File: config.mk
export PLATFORM = sky130hd
export DESIGN_NAME = led_cmd_ctrl
export DESIGN_NICKNAME = d
export VERILOG_FILES = /design/src/rtl/led_cmd_ctrl.sv
export SDC_FILE = /design/constraint.sdc
export NUM_CORES = 1
export LEC_CHECK = 0
export ABC_AREA = 1
export CORE_MARGIN = 2
export CORE_UTILIZATION = 48
export DETAILED_ROUTE_END_ITERATION = 8
export PLACE_DENSITY = 0.71
export SLEW_MARGIN = 10
export SYNTH_ARGS = -nofsm -noshare
export SYNTH_HDL_FRONTEND = slang
export SYNTH_SLANG_ARGS = --single-unit
File: constraint.sdc
create_clock -name in_clk -period 4.7 [get_ports in_clk]
set_input_delay 0.47 -clock in_clk [delete_from_list [all_inputs] [get_ports in_clk]]
set_output_delay 0.47 -clock in_clk [all_outputs]
set_load 0.01 [all_outputs]
File: src/rtl/led_cmd_ctrl.sv
// LED command controller: UART byte parser (L/B/? commands), debounced key toggle,
// blink phase generator and registered active-low LED drive.
module led_cmd_ctrl #(
    parameter int N_LED      = 6,
    parameter int KEY_CH     = 5,
    parameter int DEB_CYCLES = 270000,
    parameter int BLINK_DIV  = 13500000,
    parameter int TIMEOUT    = 2700000
) (
    input  logic             in_clk,
    input  logic             in_rst,
    input  logic [7:0]       in_rx_data,
    input  logic             in_rx_en,
    input  logic             in_key,
    output logic [7:0]       out_tx_data,
    output logic             out_tx_valid,
    input  logic             in_tx_ready,
    output logic [N_LED-1:0] led_out
);
    localparam logic [7:0] OP_L = 8'h4C;
    localparam logic [7:0] OP_B = 8'h42;
    localparam logic [7:0] OP_Q = 8'h3F;
    localparam logic [7:0] ACK  = 8'h06;
    localparam logic [7:0] NAK  = 8'h15;

    localparam int BW = $clog2(BLINK_DIV + 1);
    localparam int DW = $clog2(DEB_CYCLES + 1);
    localparam int TW = $clog2(TIMEOUT + 1);

    typedef enum logic [1:0] {S_IDLE, S_ARG, S_RESP} state_t;

    state_t           state_q;
    logic             op_l_q;
    logic [TW-1:0]    to_cnt_q;
    logic [N_LED-1:0] state_mask_q;
    logic [N_LED-1:0] blink_mask_q;
    logic [BW-1:0]    blink_cnt_q;
    logic             phase_q;
    logic             key_s1_q;
    logic             key_s2_q;
    logic             key_db_q;
    logic [DW-1:0]    deb_cnt_q;
    logic             key_accept_d;
    logic             key_press_d;

    always_ff @(posedge in_clk or negedge in_rst) begin
        if (!in_rst) begin
            blink_cnt_q <= '0;
            phase_q     <= 1'b0;
        end else if (blink_cnt_q == BW'(BLINK_DIV - 1)) begin
            blink_cnt_q <= '0;
            phase_q     <= ~phase_q;
        end else begin
            blink_cnt_q <= blink_cnt_q + 1'b1;
        end
    end

    // A new level is taken only after DEB_CYCLES consecutive samples differ from the held one.
    assign key_accept_d = (key_s2_q != key_db_q) && (deb_cnt_q == DW'(DEB_CYCLES - 1));
    assign key_press_d  = key_accept_d && !key_s2_q;

    always_ff @(posedge in_clk or negedge in_rst) begin
        if (!in_rst) begin
            key_s1_q  <= 1'b1;
            key_s2_q  <= 1'b1;
            key_db_q  <= 1'b1;
            deb_cnt_q <= '0;
        end else begin
            key_s1_q <= in_key;
            key_s2_q <= key_s1_q;
            if (key_s2_q == key_db_q) begin
                deb_cnt_q <= '0;
            end else if (key_accept_d) begin
                key_db_q  <= key_s2_q;
                deb_cnt_q <= '0;
            end else begin
                deb_cnt_q <= deb_cnt_q + 1'b1;
            end
        end
    end

    // The 'L' write is assigned after the key toggle so it overrides it in the same cycle.
    always_ff @(posedge in_clk or negedge in_rst) begin
        if (!in_rst) begin
            state_q      <= S_IDLE;
            op_l_q       <= 1'b0;
            to_cnt_q     <= '0;
            state_mask_q <= '0;
            blink_mask_q <= '0;
            out_tx_data  <= 8'h00;
            out_tx_valid <= 1'b0;
        end else begin
            if (key_press_d) begin
                state_mask_q[KEY_CH] <= ~state_mask_q[KEY_CH];
            end
            case (state_q)
                S_IDLE: begin
                    if (in_rx_en) begin
                        if (in_rx_data == OP_L || in_rx_data == OP_B) begin
                            op_l_q   <= (in_rx_data == OP_L);
                            to_cnt_q <= '0;
                            state_q  <= S_ARG;
                        end else begin
                            out_tx_data  <= (in_rx_data == OP_Q) ? 8'(state_mask_q) : NAK;
                            out_tx_valid <= 1'b1;
                            state_q      <= S_RESP;
                        end
                    end
                end
                S_ARG: begin
                    if (in_rx_en) begin
                        if (op_l_q) begin
                            state_mask_q <= in_rx_data[N_LED-1:0];
                        end else begin
                            blink_mask_q <= in_rx_data[N_LED-1:0];
                        end
                        out_tx_data  <= ACK;
                        out_tx_valid <= 1'b1;
                        state_q      <= S_RESP;
                    end else if (to_cnt_q == TW'(TIMEOUT - 1)) begin
                        out_tx_data  <= NAK;
                        out_tx_valid <= 1'b1;
                        state_q      <= S_RESP;
                    end else begin
                        to_cnt_q <= to_cnt_q + 1'b1;
                    end
                end
                S_RESP: begin
                    if (in_tx_ready) begin
                        out_tx_valid <= 1'b0;
                        state_q      <= S_IDLE;
                    end
                end
                default: state_q <= S_IDLE;
            endcase
        end
    end

    always_ff @(posedge in_clk or negedge in_rst) begin
        if (!in_rst) begin
            led_out <= '1;
        end else begin
            led_out <= ~(state_mask_q & (~blink_mask_q | {N_LED{phase_q}}));
        end
    end
endmodule

# Yosys cells after proc, flatten, opt, wreduce, memory -nomap -nowiden
# Cells that the tools add are included.
# Widths: inputs -> output; s select.
[classes]
reduce_logical = 15
muxes = 30
div_mod_pow = 0
add_sub_neg = 3
n_bitwise = 8
n_lt_le_gt_ge = 0
shift = 0
mul = 0
eq_ne = 17
[op_table]
columns = ["cell", "n"]
rows = [
  ["$mux 22", 4],
  ["$pmux 22 s2", 1],
  ["$mux 19", 2],
  ["$mux 8", 4],
  ["$add 24x1->24 const B", 1],
  ["$eq 24x24->1 const B", 1],
  ["$mux 24", 1],
  ["$mux 6", 4],
  ["$add 22x1->22 const B", 1],
  ["$eq 22x22->1 const B", 1],
  ["$add 19x1->19 const B", 1],
  ["$eq 19x19->1 const B", 1],
  ["$eq 8x7->1 const B", 2],
  ["$pmux 8 s2", 1],
  ["$ne 2x2->1 const B", 6],
  ["$not 6->6", 2],
  ["$reduce_and 3->1", 4],
  ["$mux 2", 5],
  ["$reduce_and 5->1", 2],
  ["$eq 8x6->1 const B", 1],
  ["$and 6x6->6", 1],
  ["$mux 1", 6],
  ["$or 6x6->6", 1],
  ["$pmux 2 s3", 1],
  ["15 further kinds", 19],
]
[totals]
input_bits = 13
memories = 0
out_inout_bits = 15
latchBits = 0
ramBits = 0
mem_bits_ro = 0
regBits = 99

# Logic depth before layout (Yosys ltp)
# Gate-level depths: netlist of the first run.
[logic_depth]
ltp_word = 7
mapped_depth = 11
ltp_nobuf = 10

# Worst setup path after synthesis of the first run
# Ideal clock, no wire load.
[synth_timing]
kind = "flip-flop to flip-flop"
from = "reg to_cnt_q[0]"
to = "reg to_cnt_q[3]"
t_arrival_ps = 1436
path_slack_ps = 3146
period_less_slack_ps = 1554
setup_ps = 118
path_stages_with_launch = 10
cell_sequence = "dfrtp_1 ha_1 nand3_2 nor2_2 nand3_2 nand2_4 nand2_4 buf_6 nand2_1 o21ai_2"
[synth_via]
elab_chain_len = 4
elab_cells_between_ends = 7
classes_between = "add/sub (1); eq/ne (2); mux (3); reduce/logical (1)"
[synth_rtl]
columns = ["item", "line_no", "rtl"]
rows = [
  ["from (decl)", "34", "logic [TW-1:0] to_cnt_q;"],
  ["from (signal assigned)", "125", "to_cnt_q <= to_cnt_q + 1'b1;"],
  ["$add 22x1->22", "125", ""],
  ["$mux 22", "120", "end else if (to_cnt_q == TW'(TIMEOUT - 1)) begin"],
  ["$mux 22", "111", "if (in_rx_en) begin"],
  ["$pmux 22 s2", "96", "case (state_q)"],
]
# Parallel ways exist; a longest one is shown, timed or not. The select of a mux whose other input is x is not followed.
# A chain may end at the register's enable or synchronous reset.

# Worst setup path in the final report of the first run
[layout_timing]
from = "reg blink_cnt_q[0]"
to = "reg blink_cnt_q[14]"
[layout_via]
elab_chain_len = 2
elab_cells_between_ends = 3
classes_between = "add/sub (1); eq/ne (1); mux (1)"
[layout_rtl]
columns = ["item", "line_no", "rtl"]
rows = [
  ["from (decl)", "37", "logic [BW-1:0] blink_cnt_q;"],
  ["from (signal assigned)", "54", "blink_cnt_q <= blink_cnt_q + 1'b1;"],
  ["$add 24x1->24 or $eq 24x24->1 (tied branches)", "54, 50", ""],
  ["$mux 24 (*)", "50", "end else if (blink_cnt_q == BW'(BLINK_DIV - 1)) begin"],
]
# Mark *: on every way between the ends. The rest lies on a longest branch, timed or not.

==> results.cfg, run 1 <==
[run_status]
status = finished, final reports clean

[global_route]
grt_antenna_before_repair = 0
grt_pass1_wl_um = 20600
overflow = 0
grt_pass1_vias = 4583
grt_max_degree = 59
track_usage = 0.215

[critical_path]
cp_num_buf_inv = 0
cpPeakStageDelay_ns = 0.44
crit_family = simple AND/OR/NAND/NOR gates
crit_required_ns = 4.96
cp_max_fo = 6
slowest_stage = dfrtp_1
cp-end-kind = flop
cp_common_cell = nor2_1
crit_chain = ha_1, nand2_1, nor2_1, nand4_1, nor3_1, and2_1, nor2_1
start_kind = flop
path_class = reg -> reg
crit_arrival_ns = 2.18

[synthesis]
ys.flop_type = dfrtp_1
ys_ff_latch = 97
ys_warn_count = 0
synthCells = 726
synthTopCellsByArea = dfrtp_1 41%, nand2_1 14%, nor2_1 8.3%, inv_1 5.9%, nand3_1 5.0%
ys_seq_area_frac = 0.451
synth_area_um2 = 5400
avgSynthCellArea_um2 = 7.44
synth_cell_types = 36
synth_area_leader_cell = dfrtp_1
synthTopCellsByCount = 205 x nand2_1, 119 x nor2_1, 88 x dfrtp_1
synth_most_common_cell = nand2_1
synth_top_area_share = 0.408
ys_async_sr_fraction = 1.00
synth_edf_count = 0

[drt]
vias = 4653
drc = 0
wl_per_cell_um = 13.0
drt_wl_total_um = 11600
met2WireLength_um = 5520
drt_iter0_markers = 303
viasPerCell = 5.19
drt-met1-wl_um = 5350
detail-route-antenna-nets = 0
firstDrtPassIters = 5
routed.top_layer = met4
met3_length_um = 577

[cells_and_area]
layout-drive-gt1-share = 0.0753
fin_nets = 768
area_growth_pct = 9.84
fin_util = 0.545
fillers = 1026
diodes = 0
multi_input_area_um2 = 2540
register_area_um2 = 2440

[timing]
slew_violations = 0
fin_crit_ns = 1.92
finalHoldViolCount = 0
rsz0062_at_grt = false
fmax_mhz = 522
setup_viol = 0
slew_headroom = 0.505
max_slew.worst_pin.slew_ns = 0.742
fin_setup_tns_ns = 0
fin_crit_sh = 0.408
skew_ns = 0.00915

[place]
place.gp.congestion = 0.914
io_buffers = 25
dp_hpwl_um = 8620

[die]
die_w_um = 110
rows = 38
dieHeight_um = 110
die_area_um2 = 12100
ios = 28
start_util = 0.496
core_area_um2 = 10900

[flow_run]
drv_cap = 0

[clock_tree]
cts_sinks = 97
htree_levels = 3
hold_buffers = 0
clkTransAtPathRegs_ns = 0.09
cts_tree = built
clock_path_buffers = 2
cts_resized = 0
cts_root_buffer = clkbuf_8
clk_latency_ns = 0.37
cts_setup_buffers = 0
cts_buffers = 9

[power]
seqPwrFrac = 0.539
p_sw_uw = 477
p_int_mw = 1.20
p_comb_frac = 0.141
sw_frac_of_total = 0.284
peakVddDrop_uv = 224
pwr-share-clk = 0.320
leakage_nw = 2.79
power_density_nw_per_um2 = 283

[hold_path]
hold_path.class = in -> async
final timing paths:
check | start | end | slack (ns) | depth (start not counted)
worst min-delay path | in_rst | deb_cnt_q[18] | 0.14 | 1
worst min register to register | key_s1_q | key_s2_q | 0.36 | 0
worst max register to register | blink_cnt_q[0] | blink_cnt_q[14] | 2.78 | 7
min in group in_clk | key_s1_q | key_s2_q | 0.36 | 0
worst max-delay path | blink_cnt_q[0] | blink_cnt_q[14] | 2.78 | 7
max in group asynchronous | in_rst | led_out[1] | 3.54 | 2
layout by cell type (no fill, tap or decap), types with 2 or more instances in the layout:
cell,count
dfstp_2,9
ha_1,3
o211ai_1,2
nor2_2,5
xor2_1,29
dfrtp_1,88
nor3_2,4
nand2_4,3
nand2_2,3
clkdlybuf4s50_1,24
nor2_1,119
nand3_1,54
inv_2,5
nand2_1,205
clkbuf_8,9
nand3_2,3
inv_1,85
conb_1,2
o21ai_1,5
xnor2_1,6
nand3b_1,2
o21ai_2,6
clkinv_2,3
nand4_1,18
nor3_1,21
clkbuf_1,2
nor2_4,2
o21ai_0,21
buf_4,2
a21oi_1,5
nor3b_1,4
through the flow:
step | hold WS [ns] | cell area (um^2) | setup WS [ns] | power [mW] | cells
2_1_floorplan | 0.174 | 5410 | 3.15 | 1.07 | 727
3_3_place_gp | 0.346 | 5750 | 2.54 | 1.15 | 881
3_5_place_dp | 0.348 | 5750 | 2.47 | 1.16 | 881
4_1_cts | 0.189 | 5930 | 2.76 | 1.70 | 897
5_1_grt | 0.218 | 5930 | 2.56 | 1.77 | 897
6_report | 0.141 | 5930 | 2.78 | 1.68 | 897
kinds of logic after synthesis:
group / after synthesis / share of synthesized area
AO/OA/AOI/OAI: 42 / 0.0454
buffers and inverters: 102 / 0.0788
flip-flops: 97 / 0.451
adder cells (fa/ha/maj): 3 / 0.00695
AND/OR/NAND/NOR: 446 / 0.360
XOR/XNOR: 35 / 0.0568
other: 1 / 0.000694
area by class of cell:
type                            instances  share of cell area
Tap cell                              140              0.0295
Timing Repair Buffer                   26              0.0430
Sequential cell                        97               0.411
Inverter                               90              0.0569
Clock inverter                          5             0.00907
Clock buffer                           11              0.0221
Multi-Input combinational cell        528               0.428
metal layers:
metal | GRT usage | vias to the layer above
met3 | 0.0359 | 19
met1 | 0.282 | 2192
li1 | - | 2328
met5 | 0 | -
met2 | 0.360 | 114
met4 | 0.0750 | 0
sequential cells by signal (all words and copies together), names as in the netlist:
register and flops:
key_s1_q 1, led_out 6, key_db_q 1, out_tx_data 6, state_q 2, blink_cnt_q 24, key_s2_q 1, out_tx_valid 1
phase_q 1, to_cnt_q 22, blink_mask_q 6, deb_cnt_q 19, op_l_q 1, state_mask_q 6
power groups by stage:
stage          combinational [mW]  clock, mW  sequential [mW]
3_3_place_gp                0.231          0            0.921
6_report                    0.236      0.538            0.907
2_1_floorplan               0.151          0            0.919
3_5_place_dp                0.241          0            0.922
4_1_cts                     0.241      0.552            0.906
5_1_grt                     0.272      0.584            0.912
Power figures use the tool's default switching activity.
==> inputs of run 2 (changes only) <==
--- a/config.mk
+++ b/config.mk
@@ -9,7 +9,7 @@
 export CORE_MARGIN = 2
 export CORE_UTILIZATION = 48
 export DETAILED_ROUTE_END_ITERATION = 8
-export PLACE_DENSITY = 0.71
+export PLACE_DENSITY = 0.74
 export SLEW_MARGIN = 10
 export SYNTH_ARGS = -nofsm -noshare
 export SYNTH_HDL_FRONTEND = slang
==> constraint.sdc (replaced) <==
create_clock -name in_clk -period 1.7 [get_ports in_clk]
set_input_delay 0.17 -clock in_clk [delete_from_list [all_inputs] [get_ports in_clk]]
set_output_delay 0.17 -clock in_clk [all_outputs]
set_load 0.01 [all_outputs]
==> run 2 against run 1 <==
Effect of this change: count of clock-buffer cells in the layout unchanged; critical path type is now reg -> out; sequential power rose to 2.8 times the previous value; final area is 4.5% higher; wire length is 2.0% higher; largest power group unchanged; register-to-register slack got worse by 2.7 ns; non-clock buffer count increased by 24; global-route usage up 0.24 points; sequential share of layout area down 1.8 points; clock power rose to 2.8 times the previous value; sequential cell count did not move; clock skew hardly changed; utilization is 2.5 points higher.
==> results.cfg, run 2 (synthesized netlist as in run 1, its figures left out) <==
[drt]
met2WireLength_um = 5580
drt_wl_total_um = 11900
drc = 0
met3_length_um = 485
wl_per_cell_um = 12.9
detail-route-antenna-nets = 0
routed.top_layer = met4
firstDrtPassIters = 5
drt_iter0_markers = 325
drt-met1-wl_um = 5530
vias = 4750
viasPerCell = 5.16

[clock_tree]
clkTransAtPathRegs_ns = 0.10
cts_buffers = 9
cts_root_buffer = clkbuf_8
clk_latency_ns = 0.38
cts_sinks = 97
cts_tree = built
htree_levels = 3
clock_path_buffers = 2

[place]
io_buffers = 25
dp_hpwl_um = 8720
place_inst = 901
dpl-instance-area_um2 = 5940
place.gp.congestion = 0.946
dpl_worst_slack_ns = -0.0106

[die]
start_util = 0.496
rows = 38
core_area_um2 = 10900
dieHeight_um = 110
die_area_um2 = 12100
die_w_um = 110
ios = 28

[timing]
fmax_mhz = 618
fin_ws_ns = 0.0811
fin_setup_tns_ns = 0
holdWs_ns = 0.192
fin_crit_ns = 1.62
slew_violations = 0
fin_crit_sh = 0.952
setup_viol = 0
skew_ns = 0.00915
finalHoldViolCount = 0

[power]
p_comb_frac = 0.156
seqPwrFrac = 0.530
leakage_nw = 2.93
power_density_nw_per_um2 = 762
peakVddDrop_uv = 680
pwr-share-clk = 0.314
total_power_mw = 4.72
p_sw_mw = 1.41
sw_frac_of_total = 0.298
p_int_mw = 3.32

[global_route]
grt_antenna_before_repair = 0
track_usage = 0.217
overflow = 0
grt_pass1_wl_um = 20800
grt_max_degree = 48
grt_pass1_vias = 4651

[cells_and_area]
diodes = 0
layout.cells.most_common = nand2_1
fin_nets = 792
layout-drive-gt1-share = 0.113
fin_util = 0.570
area_growth_pct = 14.8
top_register = blink_cnt_q
largest_reg_flops = 24
fin_cells = 921
final_cell_area_um2 = 6200
final_cell_mix = 204 x nand2_1, 117 x nor2_1, 87 x dfrtp_1
reg_top3 = blink_cnt_q: 24 flops, to_cnt_q: 22 flops, deb_cnt_q: 19 flops

[hold_path]
hold_path.class = in -> reg

[critical_path]
cpPeakStageDelay_ns = 0.54
crit_family = buffers and inverters
r2r_end = phase_q
crit_required_ns = 1.53
crit_chain = clkdlybuf4s50_1
cp.depth = 1
reg2reg_from = blink_cnt_q[0]
cp_max_fo = 1
path_class = reg -> out
start_kind = flop
crit_end = led_out[0]
slowest_stage = clkdlybuf4s50_1
cp_num_buf_inv = 1
r2r_slack_ns = 0.12
cp-end-kind = output port
ff2ff_path_depth = 7
crit_path_start = led_out[0]
crit_arrival_ns = 1.45

[flow_run]
drv_cap = 0

[run_status]
status = finished, final reports clean
[run 2: cell types whose count changed in the layout (fill, tap and decap cells not counted), moves of 2 or more]
cell and delta:
buf_12 +3, clkinv_2 -3, nor2_1 -2, buf_4 +20
ha_2 +2, ha_1 -2
[run 2: worst min-delay path by stage]
| stage | startpoint | to | slack (ns) | cells past startpoint |
|---|---|---|---|---|
| global placement | in_rst | deb_cnt_q[16] | 0.12 | 1 |
| finish | in_key | key_s1_q | 0.19 | 1 |
| detailed placement | in_rst | deb_cnt_q[18] | 0.12 | 1 |
| floorplan | in_rst | blink_cnt_q[0] | -0.13 | 0 |
| global route | in_key | key_s1_q | 0.18 | 1 |
| CTS | in_key | key_s1_q | 0.18 | 1 |
[run 2: final cells by class]
cell class	count	area, um^2
Sequential cell	97	2440
Multi-Input combinational cell	528	2580
Tap cell	140	175
Clock buffer	11	141
Clock inverter	5	50.0
Fill cell	973	4690
Timing Repair Buffer	50	475
Inverter	90	338
[run 2: routing by layer]
metal,GRT usage,up-vias
li1,-,2371
met4,0.0922,0
met3,0.0494,33
met5,0,-
met1,0.284,2235
met2,0.348,111
[run 2: timing repair]
item,in CTS,in global routing
gates resized for setup,0,12
hold buffers,1,0
setup endpoints to repair,0,35
hold endpoints to repair,27,0
buffers inserted,0,3
[run 2: power groups by stage]
stage,Clock [mW],Combinational (mW),Sequential [mW]
4_1_cts,1.50,0.738,2.50
3_3_place_gp,0,0.718,2.54
2_1_floorplan,0,0.418,2.54
3_5_place_dp,0,0.737,2.54
6_report,1.48,0.739,2.50
5_1_grt,1.60,0.839,2.51
==> inputs of run 3 (changes only) <==
--- a/config.mk
+++ b/config.mk
@@ -10,7 +10,9 @@
 export CORE_UTILIZATION = 48
 export DETAILED_ROUTE_END_ITERATION = 8
 export PLACE_DENSITY = 0.74
+export SKIP_LAST_GASP = 1
 export SLEW_MARGIN = 10
 export SYNTH_ARGS = -nofsm -noshare
 export SYNTH_HDL_FRONTEND = slang
 export SYNTH_SLANG_ARGS = --single-unit
+export TNS_END_PERCENT = 10
==> run 3 against run 2 <==
Effect of this change: sequential power hardly changed; power hardly changed; clock power hardly changed; worst hold slack hardly changed; register-to-register slack worse by 0.03 ns; critical path type unchanged.
==> results.cfg, run 3 (synthesized netlist as in run 1, its figures left out) <==
[run_status]
status = finished, final reports clean

[cells_and_area]
reg_top3 = blink_cnt_q: 24 flops, to_cnt_q: 22 flops, deb_cnt_q: 19 flops
layout.cells.most_common = nand2_1
layout-drive-gt1-share = 0.108
multi_input_area_um2 = 2570
diodes = 0
fin_nets = 791
final_cell_mix = 205 x nand2_1, 117 x nor2_1, 87 x dfrtp_1
fin_cells = 920
register_area_um2 = 2440
largest_reg_flops = 24
final_cell_area_um2 = 6180
fillers = 975
area_growth_pct = 14.4
top_register = blink_cnt_q

[hold_path]
min_from = in_key
hold_end = key_s1_q
hold_path.class = in -> reg
hold_depth = 1

[drt]
drt_wl_total_um = 11800
firstDrtPassIters = 5
wl_per_cell_um = 12.8
drc = 0
detail-route-antenna-nets = 0
viasPerCell = 5.18
vias = 4761
drt_iter0_markers = 338

[power]
sw_frac_of_total = 0.298
peakVddDrop_uv = 680
power_density_nw_per_um2 = 764
leakage_nw = 2.93
p_int_mw = 3.31
pwr-share-clk = 0.314
p_sw_mw = 1.41
seqPwrFrac = 0.530
p_comb_frac = 0.156

[critical_path]
cp_num_buf_inv = 1
start_kind = flop
crit_family = buffers and inverters
cpPeakStageDelay_ns = 0.54
path_class = reg -> out
r2r_slack_ns = 0.09
r2r_end = phase_q
crit_required_ns = 1.53
slowest_stage = clkdlybuf4s50_1
crit_chain = clkdlybuf4s50_1
ff2ff_path_depth = 7
cp-end-kind = output port
cp.depth = 1
cp_max_fo = 1
crit_arrival_ns = 1.45
reg2reg_from = blink_cnt_q[0]

[clock_tree]
clock_path_buffers = 2
cts_root_buffer = clkbuf_8
clk_latency_ns = 0.38
cts_tree = built
htree_levels = 3
cts_buffers = 9
cts_sinks = 97
clkTransAtPathRegs_ns = 0.10

[timing]
rsz0062_at_grt = true
finalHoldViolCount = 0
fin_ws_ns = 0.0806
fin_crit_ns = 1.62
slew_violations = 0
setup_viol = 0
skew_ns = 0.00932
fin_crit_sh = 0.953
fmax_mhz = 618

[global_route]
grt_pass1_vias = 4651
grt_antenna_before_repair = 0
grt_pass1_wl_um = 20800
track_usage = 0.217
overflow = 0
grt_max_degree = 48

[place]
dp_hpwl_um = 8720
place_inst = 901
dpl-instance-area_um2 = 5940
io_buffers = 25
dpl_worst_slack_ns = -0.0106
place.gp.congestion = 0.946

[die]
dieHeight_um = 110
die_w_um = 110
ios = 28
core_area_um2 = 10900
rows = 38
start_util = 0.496
die_area_um2 = 12100

[flow_run]
drv_cap = 0
## run 3: cell types whose count changed in the layout (fill, tap and decap cells not counted), sizes merged
cell and change:
buf -1
## run 3: repair_timing
action | 4_1_cts | 5_1_grt
resized for setup | 0 | 8
endpoints found under the setup margin | 0 | 35
hold endpoints to repair | 27 | 0
hold buffers | 1 | 0
setup buffers | 0 | 2
## run 3: final cells by class
| class | instances | area share |
|---|---|---|
| multi-input cells | 528 | 0.416 |
| flip-flops and latches | 97 | 0.395 |
| repair buffers | 49 | 0.0757 |
| inverters | 90 | 0.0547 |
| well taps | 140 | 0.0283 |
| clock buffers | 11 | 0.0229 |
| clock inverters | 5 | 0.00810 |
## run 3: through the flow
| stage | hold slack [ns] | power [mW] | TNS [ns] | util |
|---|---|---|---|---|
| 6_report | 0.192 | 4.72 | 0 | 0.568 |
| 5_1_grt | 0.176 | 4.95 | -0.284 | 0.568 |
| 4_1_cts | 0.184 | 4.74 | 0 | 0.564 |
| 3_5_place_dp | 0.122 | 3.28 | -0.0224 | 0.545 |
| 3_3_place_gp | 0.120 | 3.26 | 0 | 0.545 |
| 2_1_floorplan | -0.126 | 2.96 | 0 | - |
## run 3: worst max path at each step
stage,from,endpoint
after floorplan,to_cnt_q[0],to_cnt_q[3]
after global placement,in_rx_data[5],out_tx_data[0]
after detailed placement,in_rx_data[5],to_cnt_q[20]
after CTS,blink_cnt_q[0],blink_cnt_q[18]
after global routing,blink_cnt_q[0],blink_cnt_q[6]
final,led_out[0],led_out[0]
## run 3: per-layer routing
layer | global-route usage | share of wire | up-vias
met5 | 0 | 0 | -
met4 | 0.0922 | 0.023 | 0
met3 | 0.0494 | 0.047 | 32
met2 | 0.348 | 0.47 | 136
met1 | 0.284 | 0.46 | 2225
li1 | - | - | 2368
## run 3: power by group through the flow
stage	clock [mW]	combinational [mW]	sequential, mW
floorplan	0	0.418	2.54
detailed placement	0	0.737	2.54
finish	1.48	0.738	2.50
global placement	0	0.718	2.54
global route	1.59	0.837	2.51
CTS	1.50	0.738	2.50
